### src/rtl/button_event_decoder.sv
// button_event_decoder
//
// Turns the debounced push-button level into single-cycle event pulses:
// press, release, short click, long press, and auto-repeat while the button
// stays held. Downstream control logic only ever sees these pulses, so it
// never has to time a press itself.
//
// Parameters
//   LONG_CYCLES   hold time in clk cycles before long_press (>= 2)
//   REPEAT_CYCLES period in clk cycles of btn_repeat after long_press (>= 1)
//   CNT_W         counter width, 2**CNT_W >= max(LONG_CYCLES, REPEAT_CYCLES)
//
// Ports
//   clk         single clock, rising edge
//   reset       asynchronous, active-low reset
//   level_in    debounced level, synchronous to clk, 1 = pressed
//   press       one-cycle pulse on an accepted press
//   btn_release one-cycle pulse on release from a held state
//   click       accompanies btn_release when released before the long threshold
//   long_press  one-cycle pulse when the hold reaches LONG_CYCLES
//   btn_repeat  one-cycle pulse every REPEAT_CYCLES after long_press while held
//   held        level, 1 while PRESSED or LONG
//
// The release and repeat events carry a btn_ prefix because "release" and
// "repeat" are reserved words in SystemVerilog.
// All outputs are registered.

module button_event_decoder #(
   parameter int LONG_CYCLES   = 50_000_000,
   parameter int REPEAT_CYCLES = 10_000_000,
   parameter int CNT_W         = 26
) (
   input  logic clk,
   input  logic reset,
   input  logic level_in,
   output logic press,
   output logic btn_release,
   output logic click,
   output logic long_press,
   output logic btn_repeat,
   output logic held
);

   typedef enum logic [1:0] {
      ST_ARM     = 2'd0,
      ST_IDLE    = 2'd1,
      ST_PRESSED = 2'd2,
      ST_LONG    = 2'd3
   } state_t;

   localparam logic [CNT_W-1:0] LONG_LAST   = CNT_W'(LONG_CYCLES - 1);
   localparam logic [CNT_W-1:0] REPEAT_LAST = CNT_W'(REPEAT_CYCLES - 1);
   localparam logic [CNT_W-1:0] CNT_ZERO    = '0;
   localparam logic [CNT_W-1:0] CNT_ONE     = CNT_W'(1);

   state_t            state_r, state_s;
   logic [CNT_W-1:0]  cnt_r, cnt_s;
   logic              press_s, release_s, click_s, long_s, repeat_s, held_s;
   logic              press_r, release_r, click_r, long_r, repeat_r, held_r;

   // State, counter and registered event outputs.
   always_ff @(posedge clk or negedge reset) begin
      if (!reset) begin
         state_r   <= ST_ARM;
         cnt_r     <= CNT_ZERO;
         press_r   <= 1'b0;
         release_r <= 1'b0;
         click_r   <= 1'b0;
         long_r    <= 1'b0;
         repeat_r  <= 1'b0;
         held_r    <= 1'b0;
      end else begin
         state_r   <= state_s;
         cnt_r     <= cnt_s;
         press_r   <= press_s;
         release_r <= release_s;
         click_r   <= click_s;
         long_r    <= long_s;
         repeat_r  <= repeat_s;
         held_r    <= held_s;
      end
   end

   // Next-state, counter and event decode. Release is tested first in the
   // held states so a falling level always wins over a threshold hit.
   always_comb begin
      state_s   = state_r;
      cnt_s     = cnt_r;
      press_s   = 1'b0;
      release_s = 1'b0;
      click_s   = 1'b0;
      long_s    = 1'b0;
      repeat_s  = 1'b0;
      case (state_r)
         ST_ARM: begin
            // A button held through reset must be seen released first.
            if (!level_in) begin
               state_s = ST_IDLE;
               cnt_s   = CNT_ZERO;
            end else begin
               state_s = ST_ARM;
            end
         end
         ST_IDLE: begin
            if (level_in) begin
               state_s = ST_PRESSED;
               cnt_s   = CNT_ZERO;
               press_s = 1'b1;
            end else begin
               state_s = ST_IDLE;
            end
         end
         ST_PRESSED: begin
            if (!level_in) begin
               state_s   = ST_IDLE;
               cnt_s     = CNT_ZERO;
               release_s = 1'b1;
               click_s   = 1'b1;
            end else if (cnt_r == LONG_LAST) begin
               state_s = ST_LONG;
               cnt_s   = CNT_ZERO;
               long_s  = 1'b1;
            end else begin
               cnt_s = cnt_r + CNT_ONE;
            end
         end
         ST_LONG: begin
            if (!level_in) begin
               state_s   = ST_IDLE;
               cnt_s     = CNT_ZERO;
               release_s = 1'b1;
            end else if (cnt_r == REPEAT_LAST) begin
               cnt_s    = CNT_ZERO;
               repeat_s = 1'b1;
            end else begin
               cnt_s = cnt_r + CNT_ONE;
            end
         end
         default: begin
            state_s = ST_ARM;
            cnt_s   = CNT_ZERO;
         end
      endcase
      held_s = (state_s == ST_PRESSED) || (state_s == ST_LONG);
   end

   assign press       = press_r;
   assign btn_release = release_r;
   assign click       = click_r;
   assign long_press  = long_r;
   assign btn_repeat  = repeat_r;
   assign held        = held_r;

endmodule
### config.mk
export PLATFORM = sky130hd
export DESIGN_NAME = button_event_decoder
export DESIGN_NICKNAME = d
export VERILOG_FILES = /design/src/rtl/button_event_decoder.sv
export SDC_FILE = /design/constraint.sdc
export NUM_CORES = 1
export LEC_CHECK = 0
export ABC_AREA = 1
export CAP_MARGIN = 10
export CORE_MARGIN = 1
export CORE_UTILIZATION = 40
export CTS_CLUSTER_SIZE = 30
export DETAILED_ROUTE_END_ITERATION = 12
export GPL_TIMING_DRIVEN = 0
export HOLD_SLACK_MARGIN = 0.08
export PLACE_DENSITY = 0.54
export REMOVE_ABC_BUFFERS = 1
export SLEW_MARGIN = 20
export SYNTH_ARGS = -nofsm -noshare
export SYNTH_HDL_FRONTEND = slang
export SYNTH_SLANG_ARGS = --single-unit
### constraint.sdc
create_clock -name clk -period 3.6 [get_ports clk]
set_input_delay 0.9 -clock clk [delete_from_list [all_inputs] [get_ports clk]]
set_output_delay 0.9 -clock clk [all_outputs]
set_load 0.05 [all_outputs]
==> results of run 1 <==
## routing by layer
metal  global-route usage (%)  up-vias  wire (µm)
li1                         -     1143          -
met1                    31.24     1103       3176
met2                    36.07       55       2839
met3                    3.523       16        273
met4                    8.393        0        151
met5                        0        -          0
## layout by cell type, fill, tap and decap left out
master,instances
o21ai_2,1
a21oi_2,4
a21oi_1,8
clkinv_2,1
o2111ai_1,3
xor2_1,4
buf_2,1
a21oi_4,1
dfrtp_1,33
ha_1,1
o21ai_1,3
nand3_1,21
o21ai_0,11
nor2_2,6
nor3_2,3
nand2_4,1
nor2_4,2
a21boi_2,5
nor2_1,51
nand3_2,4
nor3_1,5
nand2_1,81
dlymetal6s2s_1,1
nand4_1,19
a21boi_1,2
o211ai_1,4
and2_1,1
clkbuf_8,7
buf_16,1
nand2_2,18
clkinv_1,1
xnor2_1,1
inv_1,45
clkdlybuf4s50_1,6
inv_2,5
## final timing paths
kind	startpoint	endpoint	slack, ns	cells after the start
worst max-delay path	level_in	cnt_r[11]	0.49	8
worst min register to register	held	press	0.52	1
max in group asynchronous	reset	cnt_r[17]	2.63	2
worst min-delay path	held	press	0.52	1
worst max register to register	held	cnt_r[10]	1.53	6
min in group asynchronous	reset	btn_repeat	0.53	1
## power by group
group	internal (mW)	switching, mW	total (mW)
logic	0.0308	0.101	0.132
clock network	0.173	0.146	0.319
registers	0.380	0.00972	0.390
total	0.584	0.257	0.841
## state kept, by name, indices dropped and copies added (netlist names)
signal,flops
state_r,1
btn_release,1
cnt_r,26
btn_repeat,1
click,1
press,1
long_press,1
held,1
## worst register-to-register path, stage by stage, from the launching register on
cell and delay (ns):
dfrtp_1 0.42, inv_1 0.11, nor2_1 0.69, nand2_2 0.14, nand2_4 0.27, nand2_1 0.17
o21ai_0 0.19
## metrics by stage
| stage | power [mW] | hold WS, ns | std cells | setup TNS [ns] |
|---|---|---|---|---|
| 3_5_place_dp | 0.5308 | 0.5153 | 428 | -0.5349 |
| 5_1_grt | 0.8819 | 0.5558 | 436 | 0 |
| 4_1_cts | 0.8523 | 0.5279 | 436 | 0 |
| 3_3_place_gp | 0.5257 | 0.5101 | 427 | -0.4379 |
| 6_report | 0.8408 | 0.5210 | 436 | 0 |
| 2_1_floorplan | 0.4776 | 0.4960 | 344 | 0 |
## final cells by class
type,instances,share of cell area (%)
Clock buffer,7,3.600
Clock inverter,1,0.1870
Inverter,51,7.153
Multi-Input combinational cell,260,50.77
Sequential cell,33,30.86
Tap cell,75,3.506
Timing Repair Buffer,9,3.927
## repair_timing
item | 4_1_cts | 5_1_grt
resized for setup | 0 | 1
setup buffers | 0 | 0
endpoints found under the setup margin | 0 | 2
## kinds of logic after synthesis
group	count (synthesis)	synth area share (%)
and+or+nand+nor	212	41.16
buffers and inverters	59	10.51
AOI/OAI and AO/OA	42	12.20
DFF	33	33.83
xor gates and xnor gates	5	1.794
adders and majority gates	1	0.5125
==> reports/metrics.yaml, run 1 <==
setup_slack_ns: 0.4898
wl_um: 6440
cts_max_level: 2
cts_hold_buffers: 0
finalCritPeriodShare_pct: 86.39
crit_path_max_incr_delay_ns: 0.76
coreArea_mm2: 0.005921
worstPathRequired_ns: 3.81
status: "finished clean"
cts_root_buf: "clkbuf_8"
drive_above_1_share_pct: 16.62
avgViaCountPerCell: 5.314
slowest_stage: "dlymetal6s2s_1"
first_global_vias: 2219
yosys_warnings: 0
end_kind: "register"
dpl_cell_area_mm2: 0.002572
finalSetupViolations: 0
die_area_mm2: 0.006419
via_count: 2317
track_usage_pct: 22.78
grt_pass1_wl_um: 10940
cts_buffer_depth: 2
ys_top_cells_by_count: "nand2_1 (81), nor2_1 (51), inv_1 (45), dfrtp_1 (33), nand3_1 (21)"
register_area_um2: 825.8
cts_buffers: 5
ant_nets: 0
syn_area_per_cell_um2: 6.935
p_leak_nw: 1.161
yosys-top-cells-area: "dfrtp_1 (34%), nand2_1 (12%), nor2_1 (7.8%)"
max_freq_mhz: 321.5
place_congestion: 0.8400
start_util_pct: 41.23
fin_skew_ns: 0.007323
yosysTopAreaCell: "dfrtp_1"
hold_path.class: "reg2reg"
crit_buf_inv: 2
cp_cell_sequence: "dlymetal6s2s_1 -> nand2_2 -> nand2_2 -> a21oi_4 -> inv_2 -> nand3_1 -> o21ai_0 -> a21boi_1"
timing.slew.headroom_pct: 31.73
filler_cell_count: 628
syn_area_mm2: 0.002441
cts_tree: "built"
dieHeight_um: 80.12
synth-seq-cells: 33
worstPathArrival_ns: 3.32
pin_count: 9
design_area_mm2: 0.002676
finalHoldViolCount: 0
startpoint_type: "input pin"
drc: 0
antenna_found_initial: 0
ir_drop_mv: 0.1524
power_density_mw_per_mm2: 314.2
synth.top_cell.area_share_pct: 33.83
fin_util_pct: 45.20
cp_max_fo: 26
drv_slew: 0
grt_max_degree: 27
wl_per_cell_um: 14.77
synthCells: 352
synth.most_common_cell: "nand2_1"
period_needed_ns: 3.110
synth_flop_cell: "dfrtp_1"
dr.first_iter.drc_count: 198
dp_hpwl_um: 4760
num_rows: 28
clkTransAtPathRegs_ns: 0.07
nNetsFinal: 364
area_growth_pct: 9.636
path_common_cell: "nand2_2"
crit_type: "in2reg"
gr-total-overflow: 0
clock-sinks: 33
die_w_um: 80.12
max_slew.worst_pin.slew_ns: 1.022
synth-edff-count: 0
pre_cts_slack_ns: -0.1977
ys_seq_area_share_pct: 33.83
n_antenna_cell: 0
ys_types: 33
clk_latency_ns: 0.29
grt_setup_unrepaired: "false"
multiInputGateArea_mm2: 0.001359
max-cap-violations: 0
synthArstFlopShare_pct: 100.0
portBuffers: 8
dr.pass1.iters: 5
critPathTopFamily: "buffers and inverters"
No activity file was read; power rests on OpenSTA's default activity.
==> run 2, diff against run 1 <==
SKIP_CTS_REPAIR_TIMING = 1   (was unset)
==> results of run 2 <==
No change in the layout: final DEF, timing and power equal those of run 1.
==> run 3, diff against run 2 <==
CORE_MARGIN = unset   (was 1)
PLACE_DENSITY = 0.58   (was 0.54)
==> run 3 against run 2 <==
Against the previous run: the run now ends with DRC left; die area unchanged; core utilization increased by 0.23 points; register-to-register slack improved by 0.04 ns; worst hold slack got worse by 0.0013 ns; sequential power about the same; cell area increased by 0.51%; first-iteration DRC count decreased by 7.1%; via count decreased by 3.2%; count of clock-buffer cells in the layout decreased by 2; critical path depth unchanged; critical endpoint unchanged; highest routed layer unchanged.
==> reports/metrics.yaml, run 3 (synthesis results as in run 1) <==
status: "finished with violations"
violations: "DRC"
dr.pass1.iters: 8  # +3
period_needed_ns: 3.036  # -0.07464 ns
largest_register_ffs: 26  # unchanged
startpoint_type: "input pin"
n_antenna_cell: 0  # unchanged
ir_drop_mv: 0.1672  # +9.7%
coreArea_mm2: 0.005921  # unchanged
wl_met1_um: 2964  # -6.7%
power_density_mw_per_mm2: 329.8  # +5.0%
crit_type: "in2reg"
end_kind: "register"
dr.max_layer_used: "met4"
dr.first_iter.drc_count: 184  # -7.1%
finalCritPeriodShare_pct: 84.32  # -2.1 points
cts_root_buf: "clkbuf_8"
dr_wl_met3_um: 362  # +33%
power_frac_seq_pct: 44.0  # -2.4 points
cp_max_fo: 26  # unchanged
grt_pass1_wl_um: 10810  # -1.3%
clock-sinks: 33  # unchanged
r2r-start: "held"
mostFrequentLayoutCells: "nand2_1 (81), nor2_1 (51), inv_1 (45)"
track_usage_pct: 22.35  # -0.43 points
setup_slack_ns: 0.5645  # +0.07464 ns
endpoint: "cnt_r[11]"
start_util_pct: 41.23  # unchanged
r2r-end: "cnt_r[0]"
grt_setup_unrepaired: "false"
p_leak_nw: 1.162  # about the same
cts_max_level: 2  # unchanged
nNetsFinal: 364  # unchanged
rrSetupSlack_ns: 1.57  # +0.04 ns
dp_hpwl_um: 4806  # +0.97%
cp_cell_sequence: "dlymetal6s2s_1 -> nand2_2 -> nand2_2 -> a21oi_4 -> inv_2 -> nand3_1 -> o21ai_0 -> a21boi_1"
finalSetupViolations: 0  # unchanged
gr-total-overflow: 0  # unchanged
num_rows: 28  # unchanged
max_slew.worst_pin.slew_ns: 1.035  # +0.01227 ns
fin_skew_ns: 0.006707  # -0.0006155 ns
power.total_mw: 0.8872  # +5.5%
p_int_mw: 0.6184  # +5.8%
cts_buffer_depth: 2  # unchanged
netSwitchingPower_mw: 0.2688  # +4.8%
stdcell_count: 436  # unchanged
pre_cts_slack_ns: -0.1359  # +0.06177 ns
worstPathArrival_ns: 3.26  # -0.06 ns
portBuffers: 8  # unchanged
dieHeight_um: 80.12  # unchanged
area_growth_pct: 10.20
crit_path_max_incr_delay_ns: 0.76  # about the same
critical_path.startpoint: "level_in"
combPwrFrac_pct: 14.5  # -1.2 points
cts_buffers: 5  # unchanged
drv_slew: 0  # unchanged
first_global_vias: 2157  # -2.8%
filler_cell_count: 607  # -3.3%
pin_count: 9  # unchanged
final_common_cell: "nand2_1"
via_count: 2242  # -3.2%
clkTransAtPathRegs_ns: 0.08  # about the same
max_freq_mhz: 329.4  # +2.5%
hold_path.class: "in2async"
die_area_mm2: 0.006419  # unchanged
ant_nets: 0  # unchanged
antenna_found_initial: 0  # unchanged
drive_above_1_share_pct: 16.62  # unchanged
avgViaCountPerCell: 5.142  # -3.2%
die_w_um: 80.12  # unchanged
place_congestion: 0.9050  # +7.7%
grt_max_degree: 27  # unchanged
finalHoldViolCount: 0  # unchanged
max-cap-violations: 0  # unchanged
power.share.clock_pct: 41.5  # +3.6 points
r2r_cells: 6  # unchanged
wl_per_cell_um: 14.63  # -0.96%
cts_tree: "built"
drc: 1  # +1
timing.slew.headroom_pct: 30.91  # -0.82 points
worstPathRequired_ns: 3.82  # about the same
setup-tns-final_ns: 0  # unchanged
wl_um: 6378  # -0.96%
slowest_stage: "dlymetal6s2s_1"
multiInputGateArea_mm2: 0.001359  # unchanged
whs_ns: 0.5197  # -0.001273 ns
register_area_um2: 825.8  # unchanged
path_common_cell: "nand2_2"
wl_met2_um: 3001  # +5.7%
clk_latency_ns: 0.30  # about the same
swShare_pct: 30.30  # -0.21 points
dp.cells: 428  # unchanged
top_register: "cnt_r"
==> run 3: cell types whose count changed in the layout (fill, tap and decap cells not counted), sizes merged <==
cell / delta
clkinvlp: +1
bufinv: +1
clkbuf: -2
==> run 3: power groups by stage <==
stage               Sequential (mW)  Clock, mW  Combinational [mW]
finish                        0.390      0.368               0.129
global route                  0.392      0.394               0.143
CTS                           0.390      0.377               0.132
detailed placement            0.398          0               0.132
global placement              0.397          0               0.128
floorplan                     0.409          0              0.0683
==> run 3: worst min-delay path by stage <==
| stage | cells after the start | slack (ns) | to | startpoint |
|---|---|---|---|---|
| floorplan | 2 | 0.50 | cnt_r[10] | cnt_r[10] |
| global placement | 1 | 0.51 | press | held |
| detailed placement | 1 | 0.52 | press | held |
| CTS | 1 | 0.53 | held | reset |
| global route | 1 | 0.54 | press | reset |
| finish | 1 | 0.52 | press | reset |
==> run 3: area by class of cell <==
| type | count | share of cell area, % |
|---|---|---|
| clock buffer | 5 | 2.558 |
| clock inverter | 3 | 1.721 |
| inverter | 51 | 7.116 |
| multi-input combinational | 260 | 50.51 |
| sequential | 33 | 30.70 |
| tap | 75 | 3.488 |
| timing repair buffer | 9 | 3.907 |
==> run 3: worst max-delay path, delay by kind of cell <==
kind                   cells  cell delay, ns
AO/OA/AOI/OAI              3            0.50
buffers and inverters      2            1.21
AND/OR/NAND/NOR            3            0.65
==> run 3: per-layer routing <==
metal,vias up,GRT usage [%]
met1,1024,29.76
li1,1149,-
met3,5,3.523
met4,0,5.893
met5,-,0
met2,64,37.44
==> run 3: through the flow <==
step / util, % / instance area [µm²]
2_1_floorplan: - / 2376
3_3_place_gp: 43.07 / 2550
3_5_place_dp: 43.45 / 2572
4_1_cts: 45.39 / 2688
5_1_grt: 45.44 / 2690
6_report: 45.44 / 2690
==> RTL edit 1 (settings of run 1) <==
Re-encode `state_t` (4 states) as one-hot, 4 bits wide.
--- a/src/rtl/button_event_decoder.sv
+++ b/src/rtl/button_event_decoder.sv
@@ -41,11 +41,11 @@
    output logic held
 );
 
-   typedef enum logic [1:0] {
-      ST_ARM     = 2'd0,
-      ST_IDLE    = 2'd1,
-      ST_PRESSED = 2'd2,
-      ST_LONG    = 2'd3
+   typedef enum logic [3:0] {
+      ST_ARM     = 4'b0001,
+      ST_IDLE    = 4'b0010,
+      ST_PRESSED = 4'b0100,
+      ST_LONG    = 4'b1000
    } state_t;
 
    localparam logic [CNT_W-1:0] LONG_LAST   = CNT_W'(LONG_CYCLES - 1);
Function: no difference found for any inputs over 10 cycles, from zero or initial values and one cycle with reset low; not proved beyond that.
==> RTL edit 1 against run 1 <==
  * Sequential cell count up 3
  * Setup slack better by 0.21 ns
  * Area after synthesis is 2.6% lower
  * Final cell count grew 0.69%
  * Register-to-register slack better by 0.12 ns
  * Design area shrank 1.7%
  * First-iteration DRC count fell by 36%
  * Wire length down 11%
  * Clock power increased by 13%
  * Power increased by 22%
  * Critical endpoint is now cnt_r[15]$_DFFE_PN0P_
  * Largest power group unchanged
==> RTL edit 1: results (changes against run 1) <==
| Metric | Value |
|---|---|
| Status | `finished, final reports clean (unchanged)` |
| Register area share after synthesis | `0.379 (was 0.338)` |
| First-pass GRT wire length | `9800 um (was 10900 um)` |
| Vias in the first global route | `2039 (was 2219)` |
| Clk. pwr | `361 uW (was 319 uW)` |
| Worst EP arrival | `3.07 ns (was 3.32 ns)` |
| Synth area leaders | `dfrtp_1, nand2_1, nor2_1 (unchanged)` |
| Via count | `2236 (was 2317)` |
| Total GRT Usage | `0.204 (was 0.228)` |
| Routability Congestion | `0.829 (was 0.840)` |
| FILL cells | `584 (was 628)` |
| Post-synthesis compound-gate area fraction | `0.0237 (was 0.122)` |
| Max incr delay on CP | `0.81 ns (was 0.76 ns)` |
| Clock Skews | `0.0101 ns (was 0.00732 ns)` |
| WL met1 | `2880 um (was 3180 um)` |
| Via-to-Cell Ratio | `5.09 (was 5.31)` |
| Sequential power | `442 uW (was 390 uW)` |
| Leakage | `0.00126 uW (was 0.00116 uW)` |
| Commonest cells in the netlist | `nand2_1, nor2_1, inv_1 (unchanged)` |
| GR Layer Usage met1 | `0.293 (was 0.312)` |
| Nets | `370 (was 364)` |
| Synth Area in XOR/XNOR | `0.0147 (was 0.0179)` |
| Met3 routed WL | `279 um (was 273 um)` |
| 1st-pass router iterations | `4 (was 5)` |
| Worst VDD drop | `0.228 mV (was 0.152 mV)` |
| Share of cells above drive strength 1 | `0.0736 (was 0.166)` |
| Tcrit/Tclk final | `0.805 (was 0.864)` |
| Critical path fanouts, max | `25 (was 26)` |
| Crit path to | `cnt_r[15]$_DFFE_PN0P_ (was cnt_r[11]$_DFFE_PN0P_)` |
| Worst slack, placed | `0.378 ns (was -0.198 ns)` |
| R2R setup slack | `1.65 ns (was 1.53 ns)` |
-- RTL edit 1: how the worst min path moves through the flow --
stage               slack, ns                  from                   end
floorplan                0.47  cnt_r[1]$_DFFE_PN0P_  cnt_r[1]$_DFFE_PN0P_
global placement         0.50  cnt_r[1]$_DFFE_PN0P_  cnt_r[1]$_DFFE_PN0P_
detailed placement       0.50  cnt_r[1]$_DFFE_PN0P_  cnt_r[1]$_DFFE_PN0P_
CTS                      0.52  cnt_r[1]$_DFFE_PN0P_  cnt_r[1]$_DFFE_PN0P_
global route             0.56                 reset  state_r[1]$_DFF_PN0_
finish                   0.52  cnt_r[1]$_DFFE_PN0P_  cnt_r[1]$_DFFE_PN0P_
-- RTL edit 1: layout make-up --
cell class                      instances  area [um2]  area share
Multi-Input combinational cell        267        1250       0.475
Sequential cell                        36         902       0.343
Inverter                               47         176      0.0670
Timing Repair Buffer                    9         103      0.0390
Tap cell                               72        90.1      0.0342
Clock buffer                            5        68.8      0.0262
Clock inverter                          3        42.5      0.0162
==> RTL edit 2 (flow settings as in run 1) <==
Made on the original files. The parameter `CNT_W` goes from 26 to 13.
--- a/src/rtl/button_event_decoder.sv
+++ b/src/rtl/button_event_decoder.sv
@@ -28,7 +28,7 @@
 module button_event_decoder #(
    parameter int LONG_CYCLES   = 50_000_000,
    parameter int REPEAT_CYCLES = 10_000_000,
-   parameter int CNT_W         = 26
+   parameter int CNT_W         = 13
 ) (
    input  logic clk,
    input  logic reset,
Check against the original RTL: no difference found for any inputs over 10 cycles, from zero or initial values and one cycle with reset low; that may be too few to reach the edited logic, so the function may still have changed.
==> RTL edit 2 against run 1 <==
  * Global-route usage down 4.8 points
  * Sequential cell count down 12
  * Die area shrank 50%
  * Largest power group unchanged
  * Wire length down 61%
  * Synthesized cell count shrank 59%
  * Area after synthesis fell by 51%
  * Power down 44%
  * Setup slack gained 0.76 ns
  * Count of clock-buffer cells in the layout down 3
  * Utilization up 1.8 points
  * Combinational power is 31% lower
  * Design area fell by 51%
  * Critical path depth shrank 7
  * Register-to-register slack improved by 0.56 ns
==> RTL edit 2: results (changes against run 1) <==
| Metric | Value |
|---|---|
| Crit path from | `press$_DFF_PN0_ (was level_in)` |
| Syn. warnings | `0 (unchanged)` |
| Total CTS buffers | `3 (was 5)` |
| Fin crit period | `2.35 ns (was 3.11 ns)` |
| Status | `finished, final reports clean (unchanged)` |
| Nets | `159 (was 364)` |
| R2R setup slack | `2.09 ns (was 1.53 ns)` |
| Clock root cell | `clkbuf_4 (was clkbuf_8)` |
| Clk_lat worst skew | `0.32 ns (was 0.29 ns)` |
| CTS resizes | `0 (unchanged)` |
| Distinct cell type count after synthesis | `25 (was 33)` |
| Hold Crit Class | `in2async (was reg2reg)` |
| Mapped Cells | `145 (was 352)` |
| Register area share after synthesis | `0.443 (was 0.338)` |
| H-tree depth | `1 (was 2)` |
| Critical path fanouts, max | `1 (was 26)` |
| Number of port buffers | `8 (unchanged)` |
| Reg2Reg Capture Point | `cnt_r[12]$_DFFE_PN0P_ (was cnt_r[10]$_DFFE_PN0P_)` |
| R2r startpoint | `cnt_r[0]$_DFFE_PN0P_ (was held$_DFF_PN0_)` |
| Placed cells | `181 (was 428)` |
| Initial DRC Count | `38 (was 198)` |
| Worst hold margin | `0.505 ns (was 0.521 ns)` |
| CP max stage cell | `clkdlybuf4s50_1 (was dlymetal6s2s_1)` |
| Largest regs | `cnt_r x13, state_r x2` |
| Vias in the first global route | `946 (was 2219)` |
| Initial antenna violation count | `0 (unchanged)` |
| Total Wirelength | `2480 um (was 6440 um)` |
| Worst R2R Path Depth | `8 (was 6)` |
| Leakage | `0.000615 uW (was 0.00116 uW)` |
| Worst setup path class | `reg2out (was in2reg)` |
| Clock Skews | `0.00291 ns (was 0.00732 ns)` |
| Total GRT Usage | `0.180 (was 0.228)` |
| Share of cells above drive strength 1 | `0.162 (was 0.166)` |
| Max incr delay on CP | `0.79 ns (was 0.76 ns)` |
| Top-count cell post-synth | `nand2_1 (unchanged)` |
| Clk pin slew, worst setup/hold paths | `0.12 ns (was 0.07 ns)` |
| HPWL Detailed | `1840 um (was 4760 um)` |
| Clock Path Buffers | `2 (unchanged)` |
| Worst VDD drop | `0.246 mV (was 0.152 mV)` |
| 1st-pass router iterations | `4 (was 5)` |
| Largest net degree at the start of global routing | `22 (was 27)` |
| Via-to-Cell Ratio | `5.31 (about the same)` |
| Commonest cells in the netlist | `nand2_1, dfrtp_1, inv_1, nor2_1, nand3_1 (was nand2_1, nor2_1, inv_1)` |
| Worst EP arrival | `1.45 ns (was 3.32 ns)` |
| N_diodes | `0 (unchanged)` |
| Worst slack, placed | `0.926 ns (was -0.198 ns)` |
| Routability Congestion | `0.907 (was 0.840)` |
| First-pass GRT wire length | `4420 um (was 10900 um)` |
| Critical path's top delay family | `buffers and inverters (unchanged)` |
| Slew HR | `0.674 (was 0.317)` |
| Postcts setup bufs | `0 (unchanged)` |
| Crit path to | `press (was cnt_r[11]$_DFFE_PN0P_)` |
| Synth area leaders | `dfrtp_1, nand2_1, nand3_1 (was dfrtp_1, nand2_1, nor2_1)` |
| Async set or reset register ratio after synthesis | `1.00 (unchanged)` |
| Non-filler cells, final | `185 (was 436)` |
## RTL edit 2: changes by cell type after synthesis, sizes merged, moves of 7 or more
cell,delta
dfrtp,-12
nand2,-62
nand4,-10
inv,-33
a21boi,-7
nor2,-42
o21ai,-7
nand3,-14
## RTL edit 2: layout make-up
| type | count | area (um2) |
|---|---|---|
| clock buffer | 4 | 26.3 |
| fill | 285 | 1480 |
| inverter | 17 | 63.8 |
| multi-input combinational | 104 | 577 |
| sequential | 21 | 526 |
| tap | 31 | 38.8 |
| timing repair buffer | 8 | 75.1 |
## RTL edit 2: metrics by stage
stage / util / area (um2)
finish: 0.470 / 1310
global route: 0.470 / 1310
CTS: 0.471 / 1310
detailed placement: 0.462 / 1280
global placement: 0.462 / 1280
floorplan: - / 1170
## RTL edit 2: cell families (layout without fill, tap and decap cells)
logic type,count (synthesis),count (layout),share of synthesized area
buffers and inverters,20,29,0.0717
XOR/XNOR,4,4,0.0295
flip-flops,21,21,0.443
adder cells (fa/ha/maj),1,1,0.0105
AO/OA/AOI/OAI,19,19,0.112
AND/OR/NAND/NOR,80,80,0.334
## RTL edit 2: routing by layer
layer	global-route usage	vias up	routed length, um
met4	0.0871	0	84
met5	0	-	0
met3	0.0323	9	99
li1	-	490	-
met2	0.284	28	1130
met1	0.236	455	1170
## RTL edit 2: power by group
group | leakage, uW | switching [uW] | internal, uW
clock | 0.0000150 | 77.4 | 43.4
sequential | 0.000282 | 9.97 | 249
combinational | 0.000318 | 64.6 | 27.0
